==> config.mk <==
export PLATFORM = sky130hd
export DESIGN_NAME = deinterleaver_flat
export DESIGN_NICKNAME = d
export VERILOG_FILES = /design/src/rtl/deinterleaver_if.sv /design/src/rtl/deinterleaver.sv /design/src/flat_wrapper.sv
export SDC_FILE = /design/constraint.sdc
export NUM_CORES = 2
export LEC_CHECK = 0
export ABC_AREA = 0
export CAP_MARGIN = 10
export CORE_UTILIZATION = 30
export CTS_BUF_LIST = sky130_fd_sc_hd__clkbuf_2
export CTS_CLUSTER_DIAMETER = 60
export CTS_CLUSTER_SIZE = 12
export DETAILED_ROUTE_END_ITERATION = 6
export PLACE_DENSITY_LB_ADDON = 0.08
export SETUP_SLACK_MARGIN = 0.3
export SLEW_MARGIN = 20
export SYNTH_ARGS = -nofsm -noshare
export SYNTH_HDL_FRONTEND = slang
export SYNTH_SLANG_ARGS = --single-unit
==> constraint.sdc <==
create_clock -name aclk -period 25.3 [get_ports aclk]
set_input_delay 2.53 -clock aclk [delete_from_list [all_inputs] [get_ports aclk]]
set_output_delay 2.53 -clock aclk [all_outputs]
set_load 0.1 [all_outputs]
==> src/rtl/deinterleaver_if.sv <==
// ----------------------------------------------------------------------------
// deinterleaver_if
//   AXI4-Stream bundle used on both sides of the 802.11a/g bit deinterleaver.
//   tdata  : coded / deinterleaved bits, tdata[0] earliest in time
//   tuser  : 4-bit RATE code of the OFDM symbol
//   tvalid : beat valid (master -> slave)
//   tready : beat ready (slave -> master)
//   tlast  : last byte of the frame
// ----------------------------------------------------------------------------
interface deinterleaver_if #(
  parameter int WIDTH = 8
);
  logic [WIDTH-1:0] tdata;
  logic [3:0]       tuser;
  logic             tvalid;
  logic             tready;
  logic             tlast;

  modport master (
    output tdata,
    output tuser,
    output tvalid,
    output tlast,
    input  tready
  );

  modport slave (
    input  tdata,
    input  tuser,
    input  tvalid,
    input  tlast,
    output tready
  );
endinterface

==> src/rtl/deinterleaver.sv <==
// ----------------------------------------------------------------------------
// deinterleaver
//   Receive-side inverse of the IEEE 802.11a/g OFDM bit interleaver. One OFDM
//   symbol of coded bits (N_CBPS bits, byte packed, bit 0 first) is written
//   into one bank of a two-bank bit memory; the other bank is read out in
//   original (pre-interleaving) bit order.
//
//   Ports
//     aclk    : clock, rising edge
//     areset  : synchronous active-high reset
//     s_axis  : slave stream from the demapper (tuser = RATE, sampled on the
//               first byte of each symbol)
//     m_axis  : master stream to the Viterbi decoder (tuser = symbol RATE,
//               tlast on the final byte of a symbol that closed the frame)
// ----------------------------------------------------------------------------
module deinterleaver #(
  parameter int WIDTH = 8
) (
  input  logic              aclk,
  input  logic              areset,
  deinterleaver_if.slave    s_axis,
  deinterleaver_if.master   m_axis
);

  // 802.11a SIGNAL-field RATE codes
  localparam logic [3:0] RATE_6M  = 4'b1101;
  localparam logic [3:0] RATE_9M  = 4'b1111;
  localparam logic [3:0] RATE_12M = 4'b0101;
  localparam logic [3:0] RATE_18M = 4'b0111;
  localparam logic [3:0] RATE_24M = 4'b1001;
  localparam logic [3:0] RATE_36M = 4'b1011;
  localparam logic [3:0] RATE_48M = 4'b0001;
  localparam logic [3:0] RATE_54M = 4'b0011;

  localparam int NBITS = 288;

  typedef enum logic [1:0] {
    ST_IDLE = 2'd0,
    ST_LOAD = 2'd1,
    ST_SEND = 2'd2
  } state_t;

  // Modulation class: 0 = BPSK (48 bits), 1 = QPSK (96), 2 = 16QAM (192),
  // 3 = 64QAM (288). Unknown codes fall back to BPSK.
  function automatic logic [1:0] rate_class(input logic [3:0] code);
    case (code)
      RATE_6M, RATE_9M:   rate_class = 2'd0;
      RATE_12M, RATE_18M: rate_class = 2'd1;
      RATE_24M, RATE_36M: rate_class = 2'd2;
      RATE_48M, RATE_54M: rate_class = 2'd3;
      default:            rate_class = 2'd0;
    endcase
  endfunction

  function automatic logic [5:0] sym_bytes(input logic [1:0] cls);
    case (cls)
      2'd0:    sym_bytes = 6'd6;
      2'd1:    sym_bytes = 6'd12;
      2'd2:    sym_bytes = 6'd24;
      default: sym_bytes = 6'd36;
    endcase
  endfunction

  // Source bit j (interleaved position) of output bit k.
  // With c = N_CBPS/16, i = c*(k%16) + k/16 and k/16 < c, so
  // floor(16*i/N_CBPS) collapses to k%16. The N_CBPS term of the column
  // rotation vanishes modulo s (N even for s=2; 288 = 0 mod 3, and 48 is
  // used as a non-negative offset for s=3).
  function automatic logic [8:0] src_index(input logic [1:0] cls, input logic [8:0] k);
    logic [8:0] km;
    logic [8:0] kd;
    logic [8:0] i;
    logic [8:0] q;
    logic [8:0] r;
    km = {5'd0, k[3:0]};
    kd = {4'd0, k[8:4]};
    i  = '0;
    q  = '0;
    r  = '0;
    src_index = '0;
    case (cls)
      2'd0: begin
        i = km * 9'd3 + kd;
        src_index = i;
      end
      2'd1: begin
        i = km * 9'd6 + kd;
        src_index = i;
      end
      2'd2: begin
        i = km * 9'd12 + kd;
        src_index = {i[8:1], i[0] ^ k[0]};
      end
      default: begin
        i = km * 9'd18 + kd;
        q = i / 9'd3;
        r = (i + 9'd48 - km) % 9'd3;
        src_index = q * 9'd3 + r;
      end
    endcase
  endfunction

  // One output byte of a bank; bits beyond what was written for a short
  // (tlast-terminated) symbol read as zero.
  function automatic logic [7:0] gather_byte(input logic [NBITS-1:0] bank,
                                             input logic [1:0]       cls,
                                             input logic [5:0]       nwritten,
                                             input logic [5:0]       byte_idx);
    logic [8:0] j;
    gather_byte = '0;
    for (int t = 0; t < 8; t++) begin
      j = src_index(cls, {byte_idx, t[2:0]});
      if (j < {nwritten, 3'b000}) gather_byte[t] = bank[j];
    end
  endfunction

  // Bank storage (data, not reset)
  logic [NBITS-1:0] mem_q  [2];
  logic [3:0]       rate_q [2];
  logic [5:0]       cnt_q  [2];
  logic [1:0]       last_q;

  // Control state
  logic [1:0] full_q, full_d;
  logic       wr_ptr_q, wr_ptr_d;
  logic       rd_ptr_q, rd_ptr_d;
  logic [5:0] wr_idx_q, wr_idx_d;
  logic [5:0] rd_idx_q, rd_idx_d;
  logic       s_tready_q, s_tready_d;
  state_t     state_q, state_d;

  // Output registers
  logic [WIDTH-1:0] m_tdata_q;
  logic [3:0]       m_tuser_q;
  logic             m_tlast_q;

  // Handshake / decode
  logic       wr_fire, wr_done;
  logic [3:0] wr_rate;
  logic [5:0] rd_nb;
  logic       rd_fire, rd_last, rd_done;
  logic       m_tvalid;
  logic       load_en;
  logic       load_bank;
  logic [5:0] load_idx;
  logic [1:0] load_cls;
  logic [5:0] load_nb;

  assign s_axis.tready = s_tready_q;
  assign m_axis.tvalid = m_tvalid;
  assign m_axis.tdata  = m_tdata_q;
  assign m_axis.tuser  = m_tuser_q;
  assign m_axis.tlast  = m_tlast_q;

  // Rate is taken from tuser on the first byte and from the bank latch after.
  assign wr_fire = s_axis.tvalid & s_tready_q;
  assign wr_rate = (wr_idx_q == 6'd0) ? s_axis.tuser : rate_q[wr_ptr_q];
  assign wr_done = wr_fire &
                   (s_axis.tlast | (wr_idx_q == sym_bytes(rate_class(wr_rate)) - 6'd1));

  assign rd_nb   = sym_bytes(rate_class(rate_q[rd_ptr_q]));
  assign rd_fire = m_tvalid & m_axis.tready;
  assign rd_last = (rd_idx_q == rd_nb - 6'd1);
  assign rd_done = rd_fire & rd_last;

  assign load_cls = rate_class(rate_q[load_bank]);
  assign load_nb  = sym_bytes(load_cls);

  // ---- write side: bank fill ----
  always_ff @(posedge aclk) begin
    if (wr_fire) begin
      mem_q[wr_ptr_q][{wr_idx_q, 3'b000} +: WIDTH] <= s_axis.tdata;
      cnt_q[wr_ptr_q] <= wr_idx_q + 6'd1;
      if (wr_idx_q == 6'd0) rate_q[wr_ptr_q] <= s_axis.tuser;
      if (wr_done)          last_q[wr_ptr_q] <= s_axis.tlast;
    end
  end

  // Pointer / flag next state. Write fills only a non-FULL bank and read
  // frees only a FULL bank, so both updates never touch the same bank.
  always_comb begin
    full_d   = full_q;
    wr_ptr_d = wr_ptr_q;
    wr_idx_d = wr_idx_q;
    rd_ptr_d = rd_ptr_q;
    rd_idx_d = rd_idx_q;
    if (wr_fire) begin
      if (wr_done) begin
        full_d[wr_ptr_q] = 1'b1;
        wr_ptr_d         = ~wr_ptr_q;
        wr_idx_d         = 6'd0;
      end else begin
        wr_idx_d = wr_idx_q + 6'd1;
      end
    end
    if (rd_fire) begin
      if (rd_last) begin
        full_d[rd_ptr_q] = 1'b0;
        rd_ptr_d         = ~rd_ptr_q;
        rd_idx_d         = 6'd0;
      end else begin
        rd_idx_d = rd_idx_q + 6'd1;
      end
    end
    // Registered ready looks at the post-edge flags so a bank freed on the
    // same edge the other one fills keeps tready high.
    s_tready_d = ~full_d[wr_ptr_d];
  end

  always_ff @(posedge aclk) begin
    if (areset) begin
      full_q     <= 2'b00;
      wr_ptr_q   <= 1'b0;
      rd_ptr_q   <= 1'b0;
      wr_idx_q   <= 6'd0;
      rd_idx_q   <= 6'd0;
      s_tready_q <= 1'b0;
    end else begin
      full_q     <= full_d;
      wr_ptr_q   <= wr_ptr_d;
      rd_ptr_q   <= rd_ptr_d;
      wr_idx_q   <= wr_idx_d;
      rd_idx_q   <= rd_idx_d;
      s_tready_q <= s_tready_d;
    end
  end

  // ---- read FSM: state register ----
  always_ff @(posedge aclk) begin
    if (areset) state_q <= ST_IDLE;
    else        state_q <= state_d;
  end

  // ---- read FSM: next state ----
  always_comb begin
    state_d = state_q;
    case (state_q)
      ST_IDLE: if (full_q[rd_ptr_q]) state_d = ST_LOAD;
      ST_LOAD: state_d = ST_SEND;
      ST_SEND: if (rd_done) state_d = full_q[~rd_ptr_q] ? ST_SEND : ST_IDLE;
      default: state_d = ST_IDLE;
    endcase
  end

  // ---- read FSM: outputs ----
  // In SEND the next byte is prefetched on every handshake; on the final
  // byte the first byte of the other bank is loaded if it is already FULL.
  always_comb begin
    m_tvalid  = 1'b0;
    load_en   = 1'b0;
    load_bank = rd_ptr_q;
    load_idx  = 6'd0;
    case (state_q)
      ST_LOAD: load_en = 1'b1;
      ST_SEND: begin
        m_tvalid = 1'b1;
        if (m_axis.tready) begin
          if (!rd_last) begin
            load_en  = 1'b1;
            load_idx = rd_idx_q + 6'd1;
          end else if (full_q[~rd_ptr_q]) begin
            load_en   = 1'b1;
            load_bank = ~rd_ptr_q;
          end
        end
      end
      default: ;
    endcase
  end

  always_ff @(posedge aclk) begin
    if (areset) begin
      m_tdata_q <= '0;
      m_tuser_q <= 4'd0;
      m_tlast_q <= 1'b0;
    end else if (load_en) begin
      m_tdata_q <= gather_byte(mem_q[load_bank], load_cls, cnt_q[load_bank], load_idx);
      m_tuser_q <= rate_q[load_bank];
      m_tlast_q <= last_q[load_bank] & (load_idx == load_nb - 6'd1);
    end
  end

endmodule

==> src/flat_wrapper.sv <==
// flat-port wrapper written by rule: the top's interface ports become plain ports
module deinterleaver_flat 
#(
  parameter int WIDTH = 8
)
  (aclk, areset, s_axis_tdata, s_axis_tuser, s_axis_tvalid, s_axis_tlast, s_axis_tready, m_axis_tdata, m_axis_tuser, m_axis_tvalid, m_axis_tlast, m_axis_tready);
  deinterleaver_if #(.WIDTH(WIDTH)) s_axis_i ();
  deinterleaver_if #(.WIDTH(WIDTH)) m_axis_i ();
  input  logic aclk;
  input  logic areset;
  input wire logic [$bits(s_axis_i.tdata)-1:0] s_axis_tdata;
  input wire logic [$bits(s_axis_i.tuser)-1:0] s_axis_tuser;
  input wire logic [$bits(s_axis_i.tvalid)-1:0] s_axis_tvalid;
  input wire logic [$bits(s_axis_i.tlast)-1:0] s_axis_tlast;
  output wire logic [$bits(s_axis_i.tready)-1:0] s_axis_tready;
  output wire logic [$bits(m_axis_i.tdata)-1:0] m_axis_tdata;
  output wire logic [$bits(m_axis_i.tuser)-1:0] m_axis_tuser;
  output wire logic [$bits(m_axis_i.tvalid)-1:0] m_axis_tvalid;
  output wire logic [$bits(m_axis_i.tlast)-1:0] m_axis_tlast;
  input wire logic [$bits(m_axis_i.tready)-1:0] m_axis_tready;
  assign s_axis_i.tdata = s_axis_tdata;
  assign s_axis_i.tuser = s_axis_tuser;
  assign s_axis_i.tvalid = s_axis_tvalid;
  assign s_axis_i.tlast = s_axis_tlast;
  assign s_axis_tready = s_axis_i.tready;
  assign m_axis_tdata = m_axis_i.tdata;
  assign m_axis_tuser = m_axis_i.tuser;
  assign m_axis_tvalid = m_axis_i.tvalid;
  assign m_axis_tlast = m_axis_i.tlast;
  assign m_axis_i.tready = m_axis_tready;
  deinterleaver #(.WIDTH(WIDTH)) u_core (.aclk(aclk), .areset(areset), .s_axis(s_axis_i), .m_axis(m_axis_i));
endmodule
* Word level (Yosys, flattened, before mapping) *
Memory sizes are Yosys's and may differ from the RTL's. A register that Yosys moved wholly into a read port is not among the register bits.
Cells that the tools add are included.

cells by class
  $add $sub $neg = 62
  multiply operators = 40
  divide/modulo/power cells = 16
  $lt $le $gt $ge = 23
  equal/unequal tests = 13
  shift-type cells = 2
  muxes and demuxes = 97
  bitwise gates (word level) = 16
  reductions and logical operators = 10

operator list
  cell                      number
  $mux 288                  1
  $shift 8x11->288 const A  1
  $shiftx 8x11->288         1
  $pmux 9 s3                8
  $mux 9                    16
  $lt 9x10->1 const B       8
  $add 8x5->9               8
  $add 9x5->9               8
  $add 9x6->9 const B       8
  $add 9x9->9               8
  $bmux 1 s9                8
  $div 9x2->9 const B       8
  $lt 9x9->1                8
  $mod 9x2->9 const B       8
  $mul 4x2->6 const B       12
  $mul 9x2->9 const B       8
  $sub 9x4->9               8
  $add 7x5->8               8
  $add 6x5->7               8
  $pmux 6 s3                3
  $mux 1                    44
  $mul 4x4->8 const B       4
  $mul 3x2->5 const B       6
  $mux 6                    4
  other kinds (30)          75

word-level totals
  bits in registers = 34
  memory bits (writable) = 596
  bits in read-only memories = 96
  input port bits = 17
  word-level logic and storage cells = 296
  memories kept = 6

memories
  memory           words  width  read ports  clocked after Yosys merged registers in  wr ports  RTL line              text
  u_core.mem_q     2      288    1           0                                        1         deinterleaver.sv:118  logic [NBITS-1:0] mem_q [2];
  (no name shown)  16     2      1           0                                        0         deinterleaver.sv:46   case (code)
  (no name shown)  16     2      1           0                                        0         deinterleaver.sv:46
  (no name shown)  16     2      1           0                                        0         deinterleaver.sv:46
  u_core.cnt_q     2      6      1           0                                        1         deinterleaver.sv:120  logic [5:0] cnt_q [2];
  u_core.rate_q    2      4      3           2                                        1         deinterleaver.sv:119  logic [3:0] rate_q [2];

* Depth between registers and ports, before layout *
An unclocked memory read counts as a cell.

  word-level depth = 20
  mapped depth = 72
  gate-level depth less buffers = 58

* Worst setup path after synthesis *
No wires, ideal clock.

  kind = input to register
  start point = in m_axis_tready
  end point = reg u_core.m_tdata_q[2] (netlist: u_core.m_axis.tdata[2])
  setup time = 73 ps
  arrival time = 17506 ps
  path slack = 7720 ps
  stages = 63
  path buffers = 14
  cells stage by stage = clkbuf_1 > and3b_1 > clkbuf_1 > clkbuf_1 > clkbuf_1 > clkbuf_1 > buf_1 > clkbuf_1 > buf_1 > ha_1 > clkbuf_1 > clkbuf_1 > buf_1 > xnor2_1 > ha_1 > clkbuf_1 > a21oi_1 > and2_1 > [... 27 more ...] > fa_1 > ha_1 > a21o_1 > a21oi_1 > o21bai_1 > a21oi_1 > o21bai_1 > a21oi_1 > xnor2_1 > xnor2_1 > or4b_1 > a21oi_1 > ha_1 > nand3_1 > nor2_1 > a2111oi_0 > a32oi_1 > mux2i_1

between the ends
  word-level cells in the longest chain between the ends = 14

ends and longest elaborated chain
  what                                                  RTL line              text
  from (decl)                                           flat_wrapper.sv:20    input wire logic [$bits(m_axis_i.tready)-1:0] m_axis_tready;
  branches (longest 14 deep; another with $add 9x5->9)  --
  to (signal assigned)                                  deinterleaver.sv:277  m_tdata_q <= gather_byte(mem_q[load_bank], load_cls, cnt_q[load_bank], load_idx);
  to (decl)                                             deinterleaver.sv:133  logic [WIDTH-1:0] m_tdata_q;

Parallel ways; which one is timed is not known. The select of a mux whose other input is x is not followed.
A chain may end at the register's enable or synchronous reset.

* Worst setup path after layout *
Ends and elaborated chain as after synthesis.

==> impl_metrics.json <==
{
  "status": "completed",
  "ys.flop_type": "edfxtp_1",
  "grt.overflow.total": 0,
  "route.detailed.drc": 0,
  "dp_hpwl_mm": 231,
  "synth_edf_count": 598,
  "swShare_pct": 60.7,
  "io_buffers": 31,
  "grt_pass1_wl_mm": 488,
  "drt_pre_antenna_iters": 6,
  "pwr-share-clk_pct": 4.6,
  "p_sw_w": 0.00716,
  "ys_seq_elements": 631,
  "avgRoutedWirePerCell_um": 27.8,
  "grt_usage_pct": 27.0,
  "drtIter0Drc": 7538,
  "post_cts_buffers": 0,
  "cp.arrival_ns": 18.89,
  "cts_hold_buf": 0,
  "synth_cell_types": 107,
  "rows": 179,
  "syn_nets": 9803,
  "path_class": "input port to flip-flop",
  "final_area_sq_um": 76800,
  "synth_warnings": 0,
  "wl_mm": 341,
  "max_freq_mhz": 57.2,
  "cts-root-buf": "clkbuf_2",
  "io_pins": 32,
  "grt_max_degree": 191,
  "drive_gt1_share_pct": 7.89,
  "final.setup.tns_ns": 0,
  "area_growth_pct": 6.56,
  "cpMostUsedCell": "mux2i_1",
  "p_int_w": 0.00465,
  "cts_resized": 0,
  "die_h_um": 492,
  "pwr-share-comb_pct": 85.8,
  "die_w_um": 492,
  "hold_path_depth": 2,
  "period_minus_slack_ns": 17.47,
  "leakage_nw": 23.8,
  "crit_path_max_incr_delay_ns": 0.82,
  "num_vias": 74500,
  "slowest_stage": "buf_4",
  "fin_cells": 12300,
  "period_share_pct": 69.1,
  "fin_skew_ns": 0.138,
  "dieArea_sq_um": 242000,
  "path_max_fanout": 96,
  "final_net_count": 9385,
  "cts_tree": "built",
  "cp-start-kind": "input port",
  "initial_core_util_pct": 30.3,
  "peakVddDrop_mv": 0.255,
  "place_area_sq_um": 76100,
  "reg2regPathDepth": 49,
  "synthArstFlopShare_pct": 0,
  "dp_cells": 12100,
  "antenna_found_initial": 17,
  "vias_per_cell": 6.08,
  "gp_routability_congestion": 0.913,
  "drv_slew": 0,
  "worst_pin_slew_ns": 1.23,
  "synth_cells": 9472,
  "rsz0062_at_grt": "no",
  "numCtsBuffers": 71,
  "hp-class": "flip-flop to flip-flop",
  "path_clk_slew_ns": 0.21,
  "syn_area_per_cell_sq_um": 7.61,
  "seq_power_share_pct": 9.7,
  "htree_levels": 3,
  "power_density_nw_per_um2": 154,
  "clock_latency_ns": 1.48,
  "worstSetupEndpointType": "flip-flop",
  "setup_viol": 0,
  "grt_pass1_vias": 68200,
  "coreArea_sq_um": 238000,
  "slew_headroom_pct": 18.2,
  "antenna_left": 0,
  "ys_seq_area_share_pct": 25.8,
  "synthesis.area_sq_um": 72100,
  "cap_violations": 0,
  "clock_sinks": 631,
  "required_ns": 26.72,
  "hold_viol": 0,
  "ctsLongestPathBuffers": 3
}
==> through the flow <==
| stage | total power [W] | worst slack [ns] | util [%] | hold WS (ns) |
|---|---|---|---|---|
| 6_report | 0.0118 | 7.83 | 32.2 | 0.515 |
| 5_1_grt | 0.0126 | 6.80 | 32.2 | 0.553 |
| 4_1_cts | 0.0117 | 8.31 | 32.2 | 0.522 |
| 3_5_place_dp | 0.0111 | 6.73 | 31.9 | 0.497 |
| 3_3_place_gp | 0.0111 | 6.83 | 31.9 | 0.493 |
| 2_1_floorplan | 0.00736 | 7.72 | - | 0.475 |
==> path summary, 6_finish.rpt <==
| check | startpoint | to | slack [ns] |
|---|---|---|---|
| min | u_core.m_axis.tuser[1] | u_core.m_axis.tuser[1] | 0.52 |
| max reg2reg | u_core.rate_q[1][0] | u_core.m_axis.tdata[2] | 7.91 |
| max | m_axis_tready | u_core.m_axis.tdata[2] | 7.83 |
| min reg2reg | u_core.m_axis.tuser[1] | u_core.m_axis.tuser[1] | 0.52 |
==> kinds of logic after synthesis <==
kind of cell / synth area share, %
xor+xnor: 4.02
fa+ha+maj: 6.21
simple gates: 19.9
compound gates: 31.5
flops: 25.8
buf+inv: 5.26
mux: 7.31
==> Yosys cell counts, drive strengths merged (27+ instances only) <==
| cell type | instances | area, sq um |
|---|---|---|
| mux2i | 279 | 2790 |
| or3 | 39 | 244 |
| o22ai | 50 | 313 |
| a31oi | 117 | 732 |
| mux2 | 186 | 2100 |
| nor3 | 203 | 1020 |
| nor2b | 48 | 300 |
| a31o | 27 | 236 |
| o211ai | 652 | 4890 |
| and3 | 39 | 244 |
| dfxtp | 33 | 661 |
| and2 | 138 | 863 |
| nand4 | 41 | 257 |
| a21o | 62 | 465 |
| fa | 69 | 1380 |
| nand2b | 57 | 357 |
| inv | 234 | 878 |
| a211oi | 545 | 4100 |
| nor4 | 33 | 219 |
| a21oi | 683 | 3420 |
| o21ai | 747 | 3740 |
| xnor2 | 257 | 2250 |
| o21bai | 28 | 210 |
| a21boi | 27 | 203 |
| nand2 | 1160 | 4350 |
| o31ai | 51 | 402 |
| clkbuf | 608 | 2280 |
| o311ai | 44 | 393 |
| o21a | 31 | 233 |
| a311oi | 60 | 543 |
| nor2 | 1179 | 4430 |
| nand3 | 207 | 1040 |
| or2 | 42 | 265 |
| xor2 | 71 | 622 |
| ha | 245 | 3070 |
| edfxtp | 598 | 18000 |
| buf | 152 | 593 |
==> cell usage in the layout (no fill, tap or decap), types with 244 or more instances in the layout <==
cell,count
a211oi_1,542
a21oi_1,672
edfxtp_1,598
ha_1,244
mux2i_1,276
nand2_1,1159
nor2_1,1177
o211ai_1,652
o21ai_0,712
xnor2_1,254
==> power by group through the flow <==
| stage | sequential, W | combinational, W | clock [W] |
|---|---|---|---|
| after floorplan | 0.00117 | 0.00619 | 0 |
| after detailed placement | 0.00116 | 0.00993 | 0 |
| after global routing | 0.00114 | 0.0108 | 0.000590 |
| after global placement | 0.00116 | 0.00992 | 0 |
| final | 0.00114 | 0.0101 | 0.000541 |
| after CTS | 0.00114 | 0.0100 | 0.000558 |
==> layer usage <==
metal  up-vias  routed length (um)  track usage, %
met2      2942              158000            44.6
li1      34700                   -               -
met3       590               21400            3.21
met5         -                  62               0
met1     36300              144000            34.9
met4        10               17300            13.0
==> flip-flops by register name, summed over array words and instances, names as in the netlist, 4 cells and up, named ones only <==
name	cells
u_core.mem_q	576
u_core.cnt_q	12
u_core.m_axis.tdata	8
u_core.rate_q	8
u_core.rd_idx_q	6
u_core.wr_idx_q	6
u_core.m_axis.tuser	4
==> worst max-delay path: cells and delay by family <==
kind | cells | cell delay [ns]
buffers and inverters | 8 | 3.49
multiplexers | 7 | 2.79
AO/OA/AOI/OAI | 17 | 4.39
adder cells (fa/ha/maj) | 4 | 1.67
AND/OR/NAND/NOR | 12 | 3.30
XOR/XNOR | 2 | 0.56
==> final cells by class <==
cell class                      instances  area, sq um
Tap cell                             3167         3960
Sequential cell                       631        18600
Fill cell                           25400       161000
Inverter                              245          921
Multi-Input combinational cell       7836        50300
Clock inverter                         22          278
Timing Repair Buffer                  269         2310
Clock buffer                           88          440
Antenna cell                            8         20.0
Note: power is estimated with default switching activity, not from simulation.
